### config.mk
export PLATFORM = sky130hd
export DESIGN_NAME = el2_dccm_port_arb
export DESIGN_NICKNAME = d
export VERILOG_FILES = /design/src/rtl/el2_dccm_arb_pkg.sv /design/src/rtl/el2_dccm_arb_rdtrk.sv /design/src/rtl/el2_dccm_port_arb.sv
export SDC_FILE = /design/constraint.sdc
export NUM_CORES = 1
export LEC_CHECK = 0
export ABC_AREA = 1
export ABC_CLOCK_PERIOD_IN_PS = 2400
export CAP_MARGIN = 20
export CORE_AREA = 3 3 121 123
export CTS_CLUSTER_SIZE = 30
export DETAILED_ROUTE_END_ITERATION = 8
export DIE_AREA = 0 0 124 126
export GPL_ROUTABILITY_DRIVEN = 0
export PLACE_DENSITY_LB_ADDON = 0.2
export SLEW_MARGIN = 20
export SYNTH_ARGS = -nofsm -noshare
export SYNTH_HDL_FRONTEND = slang
export SYNTH_SLANG_ARGS = --single-unit
### constraint.sdc
create_clock -name clk -period 2.4 [get_ports clk]
set_clock_uncertainty 0.15 [all_clocks]
set_input_delay 0.24 -clock clk [delete_from_list [all_inputs] [get_ports clk]]
set_output_delay 0.24 -clock clk [all_outputs]
set_load 0.02 [all_outputs]
### src/rtl/el2_dccm_arb_pkg.sv
// Shared types and constants for the DCCM lo-bank port arbiter.
package el2_dccm_arb_pkg;

    // Arbiter FSM states; StDmaLock is only reachable with DCCM_ARB_DMA_LOCK_EN.
    typedef enum logic [1:0] {
        StNorm    = 2'd0,
        StDmaPri  = 2'd1,
        StDmaLock = 2'd2
    } arb_state_e;

    // Which requester issued the read that is currently outstanding.
    typedef enum logic {
        OwnLsu = 1'b0,
        OwnDma = 1'b1
    } owner_e;

    // Maximum number of consecutive cycles DMA may hold the port locked.
    localparam int unsigned DmaLockMax = 16;

endpackage

### src/rtl/el2_dccm_arb_rdtrk.sv
// Read-return tracker: remembers whether a read is in flight and who issued it,
// then steers the DCCM read data to that requester one cycle later.
module el2_dccm_arb_rdtrk
    import el2_dccm_arb_pkg::*;
#(
    parameter int unsigned DCCM_FDATA_WIDTH = 39
) (
    input  logic                        clk,
    input  logic                        rst,
    input  logic                        rden,
    input  owner_e                      rd_own,
    input  logic [DCCM_FDATA_WIDTH-1:0] dccm_rd_data_lo,
    output logic                        lsu_rvalid,
    output logic [DCCM_FDATA_WIDTH-1:0] lsu_rdata,
    output logic                        dma_rvalid,
    output logic [DCCM_FDATA_WIDTH-1:0] dma_rdata
);

    logic   rd_pend_q;
    owner_e rd_own_q;

    // Capture the read strobe and its owner; reset drops any return in flight.
    always_ff @(posedge clk) begin
        if (rst) begin
            rd_pend_q <= 1'b0;
            rd_own_q  <= OwnLsu;
        end else begin
            rd_pend_q <= rden;
            rd_own_q  <= rd_own;
        end
    end

    // Tag the returning data; the non-owner sees zeros.
    always_comb begin
        lsu_rvalid = !rst && rd_pend_q && (rd_own_q == OwnLsu);
        dma_rvalid = !rst && rd_pend_q && (rd_own_q == OwnDma);
        lsu_rdata  = lsu_rvalid ? dccm_rd_data_lo : '0;
        dma_rdata  = dma_rvalid ? dccm_rd_data_lo : '0;
    end

endmodule

### src/rtl/el2_dccm_port_arb.sv
// LSU/DMA arbiter and sequencer for the DCCM lo-bank port.
// LSU has default priority; DMA is promoted after DMA_STARVE_MAX blocked cycles.
// Optional feature: define DCCM_ARB_DMA_LOCK_EN to add the dma_lock input and a
// locked-DMA state that holds the port for at most DmaLockMax cycles.
module el2_dccm_port_arb
    import el2_dccm_arb_pkg::*;
#(
    parameter int unsigned DCCM_BITS        = 16,
    parameter int unsigned DCCM_FDATA_WIDTH = 39,
    parameter int unsigned DMA_STARVE_MAX   = 8
) (
    input  logic                        clk,
    input  logic                        rst,

    input  logic                        lsu_req,
    input  logic                        lsu_wr,
    input  logic [DCCM_BITS-1:0]        lsu_addr,
    input  logic [DCCM_FDATA_WIDTH-1:0] lsu_wdata,
    output logic                        lsu_gnt,
    output logic                        lsu_rvalid,
    output logic [DCCM_FDATA_WIDTH-1:0] lsu_rdata,

    input  logic                        dma_req,
    input  logic                        dma_wr,
    input  logic [DCCM_BITS-1:0]        dma_addr,
    input  logic [DCCM_FDATA_WIDTH-1:0] dma_wdata,
`ifdef DCCM_ARB_DMA_LOCK_EN
    input  logic                        dma_lock,
`endif
    output logic                        dma_gnt,
    output logic                        dma_rvalid,
    output logic [DCCM_FDATA_WIDTH-1:0] dma_rdata,

    output logic                        dccm_wren,
    output logic                        dccm_rden,
    output logic [DCCM_BITS-1:0]        dccm_wr_addr_lo,
    output logic [DCCM_BITS-1:0]        dccm_rd_addr_lo,
    output logic [DCCM_FDATA_WIDTH-1:0] dccm_wr_data_lo,
    input  logic [DCCM_FDATA_WIDTH-1:0] dccm_rd_data_lo,

    output logic                        dma_starved
);

    localparam logic [7:0] StarveMax = 8'(DMA_STARVE_MAX);

    arb_state_e state_q, state_d;
    logic [7:0] starve_cnt_q, starve_cnt_d;
    logic       dma_blocked;
    logic [DCCM_BITS-1:0] sel_addr;

`ifdef DCCM_ARB_DMA_LOCK_EN
    localparam int unsigned LockCntW = $clog2(DmaLockMax);
    logic [LockCntW-1:0] lock_cnt_q, lock_cnt_d;
    logic                lock_timeout;
`endif

    // State, starvation counter and lock counter registers.
    always_ff @(posedge clk) begin
        if (rst) begin
            state_q      <= StNorm;
            starve_cnt_q <= 8'd0;
`ifdef DCCM_ARB_DMA_LOCK_EN
            lock_cnt_q   <= '0;
`endif
        end else begin
            state_q      <= state_d;
            starve_cnt_q <= starve_cnt_d;
`ifdef DCCM_ARB_DMA_LOCK_EN
            lock_cnt_q   <= lock_cnt_d;
`endif
        end
    end

    // Grant decision: at most one winner per cycle, nothing while in reset.
    always_comb begin
        lsu_gnt = 1'b0;
        dma_gnt = 1'b0;
        if (!rst) begin
            case (state_q)
                StNorm: begin
                    if (lsu_req)      lsu_gnt = 1'b1;
                    else if (dma_req) dma_gnt = 1'b1;
                end
                StDmaPri: begin
                    if (dma_req)      dma_gnt = 1'b1;
                    else if (lsu_req) lsu_gnt = 1'b1;
                end
`ifdef DCCM_ARB_DMA_LOCK_EN
                // LSU is shut out even if DMA idles while locked.
                StDmaLock: dma_gnt = dma_req;
`endif
                default: ;
            endcase
        end
    end

    assign dma_blocked = dma_req && !dma_gnt;

`ifdef DCCM_ARB_DMA_LOCK_EN
    assign lock_timeout = (lock_cnt_q == LockCntW'(DmaLockMax - 1));
`endif

    // Next-state and counter updates.
    always_comb begin
        state_d = state_q;
        case (state_q)
            StNorm: begin
                if (dma_blocked && (starve_cnt_q >= StarveMax - 8'd1)) state_d = StDmaPri;
            end
            StDmaPri: begin
                if (dma_gnt || !dma_req) state_d = StNorm;
            end
`ifdef DCCM_ARB_DMA_LOCK_EN
            StDmaLock: begin
                if (lock_timeout || !dma_lock) state_d = StNorm;
            end
`endif
            default: state_d = StNorm;
        endcase
`ifdef DCCM_ARB_DMA_LOCK_EN
        // A locked DMA grant (re)enters the lock unless the lock just timed out.
        if (dma_gnt && dma_lock && !(state_q == StDmaLock && lock_timeout)) begin
            state_d = StDmaLock;
        end
        lock_cnt_d = (state_q == StDmaLock) ? lock_cnt_q + LockCntW'(1) : '0;
`endif

        if (!dma_req || dma_gnt)          starve_cnt_d = 8'd0;
        else if (starve_cnt_q < StarveMax) starve_cnt_d = starve_cnt_q + 8'd1;
        else                               starve_cnt_d = starve_cnt_q;
    end

    // DCCM strobes and address/data muxing; idle ports drive zeros.
    always_comb begin
        sel_addr        = dma_gnt ? dma_addr : lsu_addr;
        dccm_wren       = (lsu_gnt && lsu_wr) || (dma_gnt && dma_wr);
        dccm_rden       = (lsu_gnt && !lsu_wr) || (dma_gnt && !dma_wr);
        dccm_wr_addr_lo = dccm_wren ? sel_addr : '0;
        dccm_rd_addr_lo = dccm_rden ? sel_addr : '0;
        dccm_wr_data_lo = '0;
        if (dccm_wren) dccm_wr_data_lo = dma_gnt ? dma_wdata : lsu_wdata;
        dma_starved     = (state_q == StDmaPri);
    end

    el2_dccm_arb_rdtrk #(
        .DCCM_FDATA_WIDTH(DCCM_FDATA_WIDTH)
    ) u_rdtrk (
        .clk            (clk),
        .rst            (rst),
        .rden           (dccm_rden),
        .rd_own         (dma_gnt ? OwnDma : OwnLsu),
        .dccm_rd_data_lo(dccm_rd_data_lo),
        .lsu_rvalid     (lsu_rvalid),
        .lsu_rdata      (lsu_rdata),
        .dma_rvalid     (dma_rvalid),
        .dma_rdata      (dma_rdata)
    );

endmodule

# Yosys cells after proc, flatten, opt, wreduce, memory -nomap -nowiden
# Cells that the tools add are included.
[classes]
n_addsub = 1
bitwise = 1
n_eq_ne = 3
magnitude_cmp = 2
reduce_logical = 20
muxes = 19
[op_table]
columns = ["operator", "count"]
rows = [
  ["2-to-1 mux 39 bit", 4],
  ["2-to-1 mux 16 bit", 3],
  ["logical AND 1 bit", 9],
  ["adder 8 x 1 -> 8 bit, second input constant", 1],
  [">= comparator 8 x 3 -> 1 bit, second input constant", 1],
  ["less-than comparator 8 x 4 -> 1 bit, second input constant", 1],
  ["2-to-1 mux 1 bit", 7],
  ["zero test 1 bit", 5],
  ["2-to-1 mux 2 bit", 2],
  ["one-hot mux 1 bit (2 select lines)", 2],
  ["one-hot mux 2 bit (2 select lines)", 1],
  ["logical OR 1 bit", 3],
  ["equality test 2 x 1 -> 1 bit, second input constant", 1],
  ["zero test 2 bit", 1],
  ["!= test 2 x 1 -> 1 bit, second input constant", 1],
  ["!= test 2 bit, second input constant", 1],
  ["AND reduction 2 bit", 1],
  ["OR reduction 2 bit", 1],
  ["NOT 1 bit", 1],
]
[word_totals]
wordCells = 50
regBits = 12
output_inout_bits = 156
in_bits = 155

# Logic depth before layout (Yosys ltp)
# Gate-level depths: netlist (run 1).
[logic_depth]
word_depth = 9
mapped_depth = 9
depth_no_buf = 7

# Cells and area by module
# Synthesis (run 1) repeated with hierarchy kept, for this count alone.
[hier_totals]
hier_cells = 535
hier_area_um2 = 2565.0
[modules_own_cells]
columns = ["module", "seq_area_each_um2", "area_per_inst_um2", "n_inst", "cells_each"]
rows = [
  ["el2_dccm_port_arb", 180.2, 1813.0, 1, 398],
  ["el2_dccm_arb_rdtrk", 40.0, 752.0, 1, 137],
]

# Worst setup path after synthesis (run 1)
# OpenSTA, ideal clock, no wires.
[synth_path]
kind = "reg2out"
from = "register u_rdtrk.rd_pend_q"
to = "output port lsu_rdata[28]"
required_ns = 2.010
setup_slack_ns = 0.606
arrival_time_ns = 1.404
path_stages_with_launch = 7
n_path_buf = 2
path_cell_list = "dfxtp_1 inv_1 nor3_2 inv_1 buf_2 buf_2 nor2_1"
[synth_via]
elab_chain_len = 3
[synth_lines]
columns = ["element", "line", "text"]
rows = [
  ["start: declaration", "el2_dccm_arb_rdtrk.sv:19", "logic rd_pend_q;"],
  ["start signal: assignment", "el2_dccm_arb_rdtrk.sv:28", "rd_pend_q <= rden;"],
  ["logical AND 1 bit (2 in a row)", "el2_dccm_arb_rdtrk.sv:35", "lsu_rvalid = !rst && rd_pend_q && (rd_own_q == OwnLsu);"],
  ["net lsu_rvalid", "el2_dccm_port_arb.sv:20", "output logic lsu_rvalid,"],
  ["2-to-1 mux 39 bit", "el2_dccm_arb_rdtrk.sv:37", "lsu_rdata = lsu_rvalid ? dccm_rd_data_lo : '0;"],
  ["end: declaration", "el2_dccm_port_arb.sv:21", "output logic [DCCM_FDATA_WIDTH-1:0] lsu_rdata,"],
]
# The timed path passes the listed nets, and every way through them passes these cells.

# Worst setup path in the final report (run 1)
[layout_path]
from = "input port rst"
to = "output port dma_rvalid"
[layout_via]
elab_chain_len = 3
[layout_lines]
columns = ["element", "line", "text"]
rows = [
  ["start: declaration", "el2_dccm_port_arb.sv:13", "input logic rst,"],
  ["zero test 1 bit", "el2_dccm_arb_rdtrk.sv:36", "dma_rvalid = !rst && rd_pend_q && (rd_own_q == OwnDma);"],
  ["logical AND 1 bit (2 in a row)", "el2_dccm_arb_rdtrk.sv:36", ""],
  ["end: declaration", "el2_dccm_port_arb.sv:31", "output logic dma_rvalid,"],
]
# No other way between the ends.

==> results of run 1 <==
## per-stage QoR
step	power [W]	hold WS [ns]	cell area (µm²)
6_report	0.00122	0.276	5790
5_1_grt	0.00131	0.288	5790
4_1_cts	0.00123	0.278	5750
3_5_place_dp	0.000973	0.271	5810
3_3_place_gp	0.000973	0.267	5810
2_1_floorplan	0.000499	0.204	2360
## layer usage
metal	vias to the layer above	part of all wire (%)
met2	171	51
met3	10	11
met4	0	1.3
li1	2115	-
met5	-	0
met1	1630	36
## Yosys cell counts, drive strengths merged
cell type  instances
a21oi              1
inv              132
nand3             63
nand2            192
buf               25
nor2              91
nor3               1
o21ai              4
nand4              2
ha                 1
dfxtp             11
clkbuf             8
## worst max-delay path by stage
stage | endpoint | slack [ns] | cells past startpoint
4_1_cts | dccm_wr_data_lo[18] | 0.02 | 8
6_report | dma_rvalid | 0.10 | 7
3_5_place_dp | dccm_wr_data_lo[18] | -0.25 | 8
3_3_place_gp | dccm_wr_addr_lo[14] | -0.23 | 8
5_1_grt | dccm_rd_addr_lo[10] | -0.03 | 9
2_1_floorplan | lsu_rdata[28] | 0.61 | 6
## power by group through the flow
stage / clock (W) / combinational, W / sequential, W
2_1_floorplan: 0 / 0.000308 / 0.000191
5_1_grt: 0.000321 / 0.000800 / 0.000188
3_3_place_gp: 0 / 0.000782 / 0.000191
6_report: 0.000302 / 0.000730 / 0.000188
3_5_place_dp: 0 / 0.000782 / 0.000191
4_1_cts: 0.000309 / 0.000737 / 0.000188
## layout make-up
type / instances / area [µm²] / area share [%]
clock buffers: 3 / 75.1 / 1.30
clock inverters: 1 / 5.00 / 0.0865
inverters: 132 / 495 / 8.56
multi-input cells: 355 / 1480 / 25.5
flip-flops and latches: 11 / 220 / 3.81
well taps: 180 / 225 / 3.89
repair buffers: 335 / 3290 / 56.9
## worst max-delay path: stages
cell                              delay [ns]
sky130_fd_sc_hd__clkdlybuf4s50_1        0.54
sky130_fd_sc_hd__inv_1                  0.09
sky130_fd_sc_hd__buf_4                  0.13
sky130_fd_sc_hd__nand3_1                0.12
sky130_fd_sc_hd__buf_12                 0.20
sky130_fd_sc_hd__inv_1                  0.05
sky130_fd_sc_hd__clkdlybuf4s50_1        0.53
## state kept, by name, summed over array words and instances (netlist names)
| name | flops |
|---|---|
| state_q | 1 |
| u_rdtrk.rd_own_q | 1 |
| starve_cnt_q | 8 |
| u_rdtrk.rd_pend_q | 1 |
## cells by family (layout without fill, tap and decap cells)
| kind of cell | Yosys count | count (layout) | synth area share, % |
|---|---|---|---|
| flops | 11 | 11 | 9.34 |
| buf+inv | 165 | 471 | 29.2 |
| fa+ha+maj | 1 | 1 | 0.530 |
| compound gates | 5 | 5 | 1.22 |
| simple gates | 349 | 349 | 59.7 |
## repair_timing
| action | 4_1_cts | 5_1_grt |
|---|---|---|
| cloned | 0 | 1 |
| setup endpoints to repair | 116 | 93 |
| buffers inserted | 0 | 0 |
| gates resized for setup | 118 | 91 |
==> flow_summary.rst, run 1 <==
.. list-table::
   :header-rows: 1

   * - Metric
     - Value
   * - Clock-pin slew reported for the worst setup and hold paths after clock tree synthesis
     - 0.05 ns
   * - I/O pin count
     - between 300 and 400
   * - All-layer global routing usage
     - 14.5%
   * - Hold-critical path endpoint
     - starve_cnt_q[7]
   * - Worst-skew pair later-pin latency
     - 0.24 ns
   * - Post-Syn Instances
     - 531
   * - Switching power as a share of total power
     - 34.8%
   * - Static leakage
     - 4.28 nW
   * - Final period utilization
     - 95.6%
   * - Setup slack at placement
     - -0.248 ns
   * - GRT Max-Usage Layer
     - met2
   * - Setup repair after global routing missed its margin
     - true
   * - Number of nets in the finished design
     - 994
   * - Slew Viols, Final
     - 0
   * - Clock tree from TritonCTS
     - done
   * - Hold Startpoint
     - starve_cnt_q[7]
   * - Power per Cell Area
     - 211 nW/µm²
   * - Setup slack of the worst register-to-register path
     - 1.20 ns
   * - Buffers added on ports
     - 310
   * - Total core area
     - 13800 µm²
   * - First element of the critical path
     - rst
   * - Max-slew headroom at the worst pin
     - 81.0%
   * - 1st-iter DRT viols
     - 120
   * - Run status
     - finished, final reports clean
   * - Slew @ Worst Pin
     - 0.287 ns
   * - Worst setup path category
     - input pin to output port
   * - Internal power contribution
     - 0.000796 W
   * - First-pass GRT wire length
     - about 18000 µm
   * - Setup tns final
     - 0 ns
   * - Sequential power share
     - ~15%
   * - Placed Cells
     - slightly above 1000
   * - Proportion of netlist area held by the largest area contributor
     - 30.6%
   * - Worst r2r src
     - starve_cnt_q[7]
   * - Mean instance size in the synthesized netlist
     - about 4.4 µm²
   * - Final hold violation count
     - 0
   * - Layout Area Growth over Synthesis
     - 145%
   * - Placed wire-length estimate after detailed placement
     - 10300 µm
   * - Fraction of layout instances using a drive strength above 1
     - 8.00%
   * - Global-route track usage on met1
     - 15.5%
   * - Cell depth of the worst flop-to-flop path
     - 4
   * - GRT overflow
     - 0
   * - Total number of vias
     - 3926
   * - Total clock buffers created by CTS
     - 3
   * - Number of antenna violations at the first check in global routing
     - 0
   * - Worst Hold Depth
     - 2
   * - Clock H-tree levels
     - 1
   * - Most frequent cells in the layout
     - sky130_fd_sc_hd__nand2_1 (190), sky130_fd_sc_hd__clkdlybuf4s50_1 (158), sky130_fd_sc_hd__inv_1 (126)
   * - Sequential cell area fraction in the yosys report
     - 9.34%
   * - Width of the die
     - 124 µm
   * - Antenna fix cells
     - 0
   * - Worst reg2reg path endpoint
     - state_q[0]
   * - Final-layout fill cell count
     - 1538
   * - Fmax
     - 436 MHz
   * - Synth top area cells
     - sky130_fd_sc_hd__nand2_1 (31%), sky130_fd_sc_hd__inv_1 (20%), sky130_fd_sc_hd__nor2_1 (14%), sky130_fd_sc_hd__nand3_1 (13%), sky130_fd_sc_hd__dfxtp_1 (9.3%)
   * - GR Util met2
     - 28.0%
   * - Path type of the worst min-delay path
     - register to register
   * - Number of routed nets with antenna violations
     - 0
   * - Synthesized net count
     - approximately 700
   * - Clk network pwr share
     - 24.7%
   * - Clock Sinks
     - 11
   * - Endpoint required time on the critical path
     - roughly 2 ns
   * - Met3 usage in global routing
     - 4.36%
   * - Combinational Power Share
     - 59.9%
   * - Die extent in y
     - about 130 µm
   * - Non-filler cells in the finished layout
     - 1017
   * - Floorplan die area
     - 15600 µm²
   * - Setup slack of the critical path after layout
     - around 0.10 ns
   * - TritonRoute pass-1 iters
     - 4
   * - Pin count of the biggest net entering global routing
     - 57
   * - Per-cell routed wire length
     - 12.5 µm
   * - Cell taking the most area after synthesis
     - sky130_fd_sc_hd__nand2_1
   * - Synth Warn #
     - 0
   * - Via count of the first global-routing pass
     - 3597
   * - Clock tree buffer depth
     - 2
   * - Worst-path fanout max
     - 30
   * - DR vias/cell
     - 3.86
   * - Number of failing setup endpoints in the final timing report
     - 0
   * - Post-route DRC
     - 0
   * - Distinct cell type count after synthesis
     - 20
   * - Number of synthesized register bits
     - 11
   * - Maximum Capacitance Violations
     - 0
   * - Post-synthesis cell area
     - 2360 µm²
   * - Worst vdd ir
     - between 0.2 and 0.3 mV
   * - Clock Root Buffer
     - sky130_fd_sc_hd__clkbuf_16
   * - Final core utilization
     - 42.0%
   * - Startpoint type of the worst setup path
     - input pin
   * - Total number of placement rows
     - between 40 and 50
   * - Effective utilization at floorplan
     - between 15 and 20%
   * - Number of hold-repair buffers added at the cts stage
     - 0
   * - Data arrival time of the worst path
     - 1.91 ns
   * - Critical Path Sink Type
     - output port
   * - Net switching power
     - 0.000424 W
   * - Leading cell type in the layout, fill and taps excluded
     - sky130_fd_sc_hd__nand2_1
   * - Post-route minimum period
     - between 2 and 2.5 ns
   * - Routed wire length
     - 12800 µm
No activity file was read; power rests on OpenSTA's default activity.
==> inputs of run 2 (changes only) <==
--- a/config.mk
+++ b/config.mk
@@ -8,10 +8,13 @@
 export ABC_AREA = 1
 export ABC_CLOCK_PERIOD_IN_PS = 2400
 export CAP_MARGIN = 20
-export CORE_AREA = 3 3 121 123
+export CELL_PAD_IN_SITES_DETAIL_PLACEMENT = 0
+export CELL_PAD_IN_SITES_GLOBAL_PLACEMENT = 2
+export CORE_AREA = 3 3 158 160
+export CTS_CLUSTER_DIAMETER = 100
 export CTS_CLUSTER_SIZE = 30
 export DETAILED_ROUTE_END_ITERATION = 8
-export DIE_AREA = 0 0 124 126
+export DIE_AREA = 0 0 161 163
 export GPL_ROUTABILITY_DRIVEN = 0
 export PLACE_DENSITY_LB_ADDON = 0.2
 export SLEW_MARGIN = 20
==> flow_summary.rst, run 2 (synthesized netlist as in run 1, its figures left out) <==
.. list-table::
   :header-rows: 1

   * - Metric
     - Value
   * - Global-route track usage on met1
     - 12.9%
   * - Number of antenna violations at the first check in global routing
     - 0
   * - Post-route minimum period
     - 2.33 ns
   * - Total number of vias
     - 4128
   * - I/O pin count
     - 311
   * - TritonRoute pass-1 iters
     - 4
   * - Number of hold-repair buffers added at the cts stage
     - 0
   * - Buffers added on ports
     - between 300 and 400
   * - Layout Area Growth over Synthesis
     - 154%
   * - Floorplan die area
     - 26200 µm²
   * - Pin count of the biggest net entering global routing
     - 40
   * - Setup repair after global routing missed its margin
     - true
   * - Number of failing setup endpoints in the final timing report
     - 0
   * - Startpoint type of the worst setup path
     - input pin
   * - Static leakage
     - 3.82 nW
   * - Worst-path fanout max
     - 20
   * - Flip-flop count of the largest register, all copies and words added
     - 8
   * - Effective utilization at floorplan
     - approximately 10%
   * - Worst-case hold slack
     - between 0.2 and 0.3 ns
   * - Slew @ Worst Pin
     - 0.279 ns
   * - Width of the die
     - 161 µm
   * - Number of nets in the finished design
     - 1005
   * - Worst vdd ir
     - between 0.15 and 0.2 mV
   * - Antenna fix cells
     - 0
   * - Maximum Capacitance Violations
     - 0
   * - All-layer global routing usage
     - 11.7%
   * - Critical Path Sink Type
     - output port
   * - Placed wire-length estimate after detailed placement
     - 13200 µm
   * - Leading cell type in the layout, fill and taps excluded
     - sky130_fd_sc_hd__nand2_1
   * - GRT Max-Usage Layer
     - met2
   * - Non-filler cells in the finished layout
     - 1167
   * - Fmax
     - 429 MHz
   * - DR vias/cell
     - between 3 and 4
   * - Placed Cells
     - between 1000 and 1500
   * - Number of routed nets with antenna violations
     - 0
   * - 1st-iter DRT viols
     - 111
   * - Final hold violation count
     - 0
   * - Die extent in y
     - ~160 µm
   * - Setup slack of the critical path after layout
     - ~0.067 ns
   * - Clock tree buffer depth
     - 2
   * - Data arrival time of the worst path
     - between 1.5 and 2 ns
   * - Worst setup path category
     - input pin to output port
   * - Final design area excluding fillers
     - approximately 6000 µm²
   * - Clock Sinks
     - 11
   * - Final period utilization
     - 97.2%
   * - Via count of the first global-routing pass
     - 4304
   * - Max-slew headroom at the worst pin
     - about 81%
   * - Per-cell routed wire length
     - 14.2 µm
   * - Clock H-tree levels
     - 1
   * - Met3 usage in global routing
     - under 10%
   * - First-pass GRT wire length
     - 24400 µm
   * - Most flop-heavy register
     - starve_cnt_q
   * - GRT overflow
     - 0
   * - Slew Viols, Final
     - 0
   * - Clock Root Buffer
     - sky130_fd_sc_hd__clkbuf_16
   * - Setup slack at placement
     - -0.305 ns
   * - Worst-skew pair later-pin latency
     - between 0.2 and 0.25 ns
   * - Most frequent cells in the layout
     - sky130_fd_sc_hd__nand2_1 (190), sky130_fd_sc_hd__clkdlybuf4s50_1 (157), sky130_fd_sc_hd__inv_1 (125)
   * - Clock tree from TritonCTS
     - done
   * - Routed wire length
     - ~17000 µm
   * - Post-route DRC
     - 0
   * - GR Util met2
     - 22.3%
   * - Fraction of layout instances using a drive strength above 1
     - 14.5%
   * - Total clock buffers created by CTS
     - 3
   * - Cell area after placement
     - 6060 µm²
   * - Endpoint required time on the critical path
     - approximately 2 ns
   * - Path type of the worst min-delay path
     - register to register
   * - Power per Cell Area
     - 213 nW/µm²
   * - Clock-pin slew reported for the worst setup and hold paths after clock tree synthesis
     - 0.04 ns
   * - Setup slack of the worst register-to-register path
     - 1.14 ns
   * - Total core area
     - 23500 µm²
   * - Run status
     - finished, final reports clean
   * - Total number of placement rows
     - 56
run 2: critical path: stages:
cell and delay (ns):
sky130_fd_sc_hd__clkdlybuf4s50_1 0.48, sky130_fd_sc_hd__inv_1 0.07, sky130_fd_sc_hd__nor2_4 0.20, sky130_fd_sc_hd__buf_4 0.20, sky130_fd_sc_hd__buf_16 0.17, sky130_fd_sc_hd__nand3_1 0.08
sky130_fd_sc_hd__nand2_1 0.11, sky130_fd_sc_hd__nand2_1 0.08, sky130_fd_sc_hd__inv_1 0.06, sky130_fd_sc_hd__clkdlybuf4s15_2 0.25
run 2: layout make-up:
| class | count | area (µm²) |
|---|---|---|
| flip-flops and latches | 11 | 220 |
| fillers | 2760 | 17600 |
| clock buffers | 4 | 78.8 |
| inverters | 132 | 495 |
| well taps | 319 | 399 |
| multi-input cells | 355 | 1500 |
| repair buffers | 346 | 3300 |
run 2: power by group:
group | internal (W) | switching (W)
logic | 0.000414 | 0.000369
clock network | 0.000223 | 0.0000851
registers | 0.000186 | 0.00000187
run 2: final timing paths:
| kind | from | end | depth (start not counted) |
|---|---|---|---|
| worst max register to register | state_q[0] | u_rdtrk.rd_own_q | 6 |
| worst min register to register | starve_cnt_q[6] | starve_cnt_q[6] | 2 |
| worst min-delay path | starve_cnt_q[6] | starve_cnt_q[6] | 2 |
| worst max-delay path | dma_req | dccm_wr_addr_lo[3] | 10 |
run 2: metal layers:
metal / routed length (µm) / vias to the layer above
li1: - / 2138
met1: 6590 / 1765
met2: 8130 / 215
met3: 1660 / 10
met4: 146 / 0
met5: 0 / -
run 2: per-stage QoR:
| step | utilization, % | power (W) | TNS, ns |
|---|---|---|---|
| finish | 25.5 | 0.00128 | 0 |
| global route | 25.5 | 0.00137 | -0.105 |
| CTS | 25.9 | 0.00130 | -2.97 |
| detailed placement | 25.7 | 0.00101 | -23.33 |
| global placement | 25.7 | 0.00102 | -24.19 |
| floorplan | - | 0.000499 | 0 |
run 2: repair_timing:
item / in CTS / in global routing
cloned: 1 / 1
buffers inserted: 1 / 4
pin swaps: 1 / 1
resized for setup: 204 / 90
endpoints found under the setup margin: 147 / 73
==> RTL change: new RTL, flow settings as in run 2 <==
The 3 states of `arb_state_e` get a one-hot encoding in 3 bits.
--- a/src/rtl/el2_dccm_arb_pkg.sv
+++ b/src/rtl/el2_dccm_arb_pkg.sv
@@ -4,6 +4,6 @@
     // Arbiter FSM states; StDmaLock is only reachable with DCCM_ARB_DMA_LOCK_EN.
-    typedef enum logic [1:0] {
-        StNorm    = 2'd0,
-        StDmaPri  = 2'd1,
-        StDmaLock = 2'd2
+    typedef enum logic [2:0] {
+        StNorm    = 3'b001,
+        StDmaPri  = 3'b010,
+        StDmaLock = 3'b100
     } arb_state_e;
Behaviour: no difference found for any inputs over 10 cycles, from zero or initial values and one cycle with rst high; not proved beyond that.
==> RTL change against run 2 <==
- the flow now finishes with violations (negative setup slack)
- design area increased by 7.4%
- synthesized area is 1.5% lower
- worst setup slack got worse by 0.075 ns
- wire length down 7.8%
- sequential cell count increased by 1
- count of clock-buffer cells in the layout is the same
- critical path depth rose by 3
- critical path type is now reg -> out
- highest routed layer is now met5
Power is not compared: it rests on default switching activity, and its combinational part moved more than twofold at a synthesized area within 25%.
==> RTL change: results (changes against run 2) <==
Status:
- The run finished, with violations left.
- The checks that failed: negative setup slack.

Routing:
- The total length of routed met2 wires was 7380 um (-9.2%).
- Routed signal wires occupy layers up through met5.
- The mean number of vias per cell is 3.45 (-2.5%).
- The final wirelength is 15200 um (-7.8%).
- The routed wire length on met3 is 1880 um (+13%).

Critical path:
- The arrival time reported for the critical path endpoint was 2.02 ns (+0.08 ns).
- The worst reg2reg path depth is 9 (+3).
- The largest fanout of any net on the critical path was 8 (-60%).
- The setup slack on the worst flop-to-flop path is 0.55 ns (-0.59 ns).
- The critical path endpoint is dccm_rd_addr_lo[9].

Final layout:
- The layout buffer count excluding clock buffers is 370 (+6.9%).
- The register share of the cell area is 3.81% (+0.14 points).
- The number of inverters outside the clock class in the layout came to 131 (-0.76%).
- The multi-input combinational cell count was 365 (+2.8%).
- The utilization of the core after routing is 27.3% (+1.9 points).
- The count of flip-flops and latches is 12 (+1).
- The clock network area share was 1.38% (+0.066 points).
- The multi-input logic area is 1620 um^2 (+8.1%).
- The fill cell instance count of the final layout is 2729 (-1.1%).

Global routing:
- The first-pass GRT wire length was 22200 um (-9.1%).
- The met2 demand-to-capacity share in global routing is 19.8% (-2.4 points).
- The number of antenna violations at the first check in global routing is 1 (+1).
- The global-route met1 utilization came to 11.0% (-1.9 points).
- The combined global-route utilization of all metal layers is 10.5% (-1.2 points).
- The routing usage on met3 is 4.58% (+0.69 points).
- The number of global-route vias before repair was 4096 (-4.8%).
- The pin count of the biggest net entering global routing was 32 (-20%).

Synth:
- The synthesized-area fraction occupied by ao, oa, aoi and oai cells is 2.37% (+1.2 points).
- The average footprint of a synthesized cell was 4.34 um^2 (-2.3%).
- In the post-synthesis netlist, the biggest area contributors are nand2_1 (41%), inv_1 (21%), nor2_1 (14%).
- By count the netlist is led by nand2_1 (253), inv_1 (129), nor2_1 (86).

STA:
- The post-route worst setup slack is -0.00787 ns (-0.0748 ns).
- The number of failing setup endpoints in the final timing report is 2 (+2).
- The accumulated negative setup slack is -0.0152 ns (-0.0152 ns).

Placed design:
- The number of placed instances with taps included came to 1185 (+2.5%).
- The standard cell area after detailed placement is 6190 um^2 (+2.2%).
- The setup slack after placement was -0.406 ns (-0.101 ns).
- The detailed placer's ending HPWL is 12500 um (-5.3%).

Clock network:
- The number of resized instances in the post-cts repair step is 384 (+88%).
[RTL change: where the power goes]
| group | internal, mW | switching (mW) |
|---|---|---|
| combinational | 1.09 | 1.16 |
| clock | 0.251 | 0.0854 |
| sequential | 0.230 | 0.0217 |
| total | 1.57 | 1.26 |
[RTL change: worst min path at each step]
stage / to / slack (ns) / depth (start not counted)
3_5_place_dp: starve_cnt_q[5] / 0.28 / 2
2_1_floorplan: state_q[0] / 0.19 / 2
6_report: starve_cnt_q[6] / 0.28 / 2
5_1_grt: starve_cnt_q[7] / 0.31 / 2
4_1_cts: starve_cnt_q[5] / 0.28 / 2
3_3_place_gp: starve_cnt_q[5] / 0.28 / 2
[RTL change: critical path, cell delays in order, from the launching register on]
cell and delay [ns]:
dfxtp_4 0.36, ha_4 0.24, inv_4 0.06, nand2_4 0.05, nor2_4 0.12, nand2_4 0.09
buf_6 0.13, o22ai_4 0.18, buf_12 0.14, buf_12 0.12, buf_6 0.10, nand2_2 0.04
inv_2 0.04, buf_6 0.11
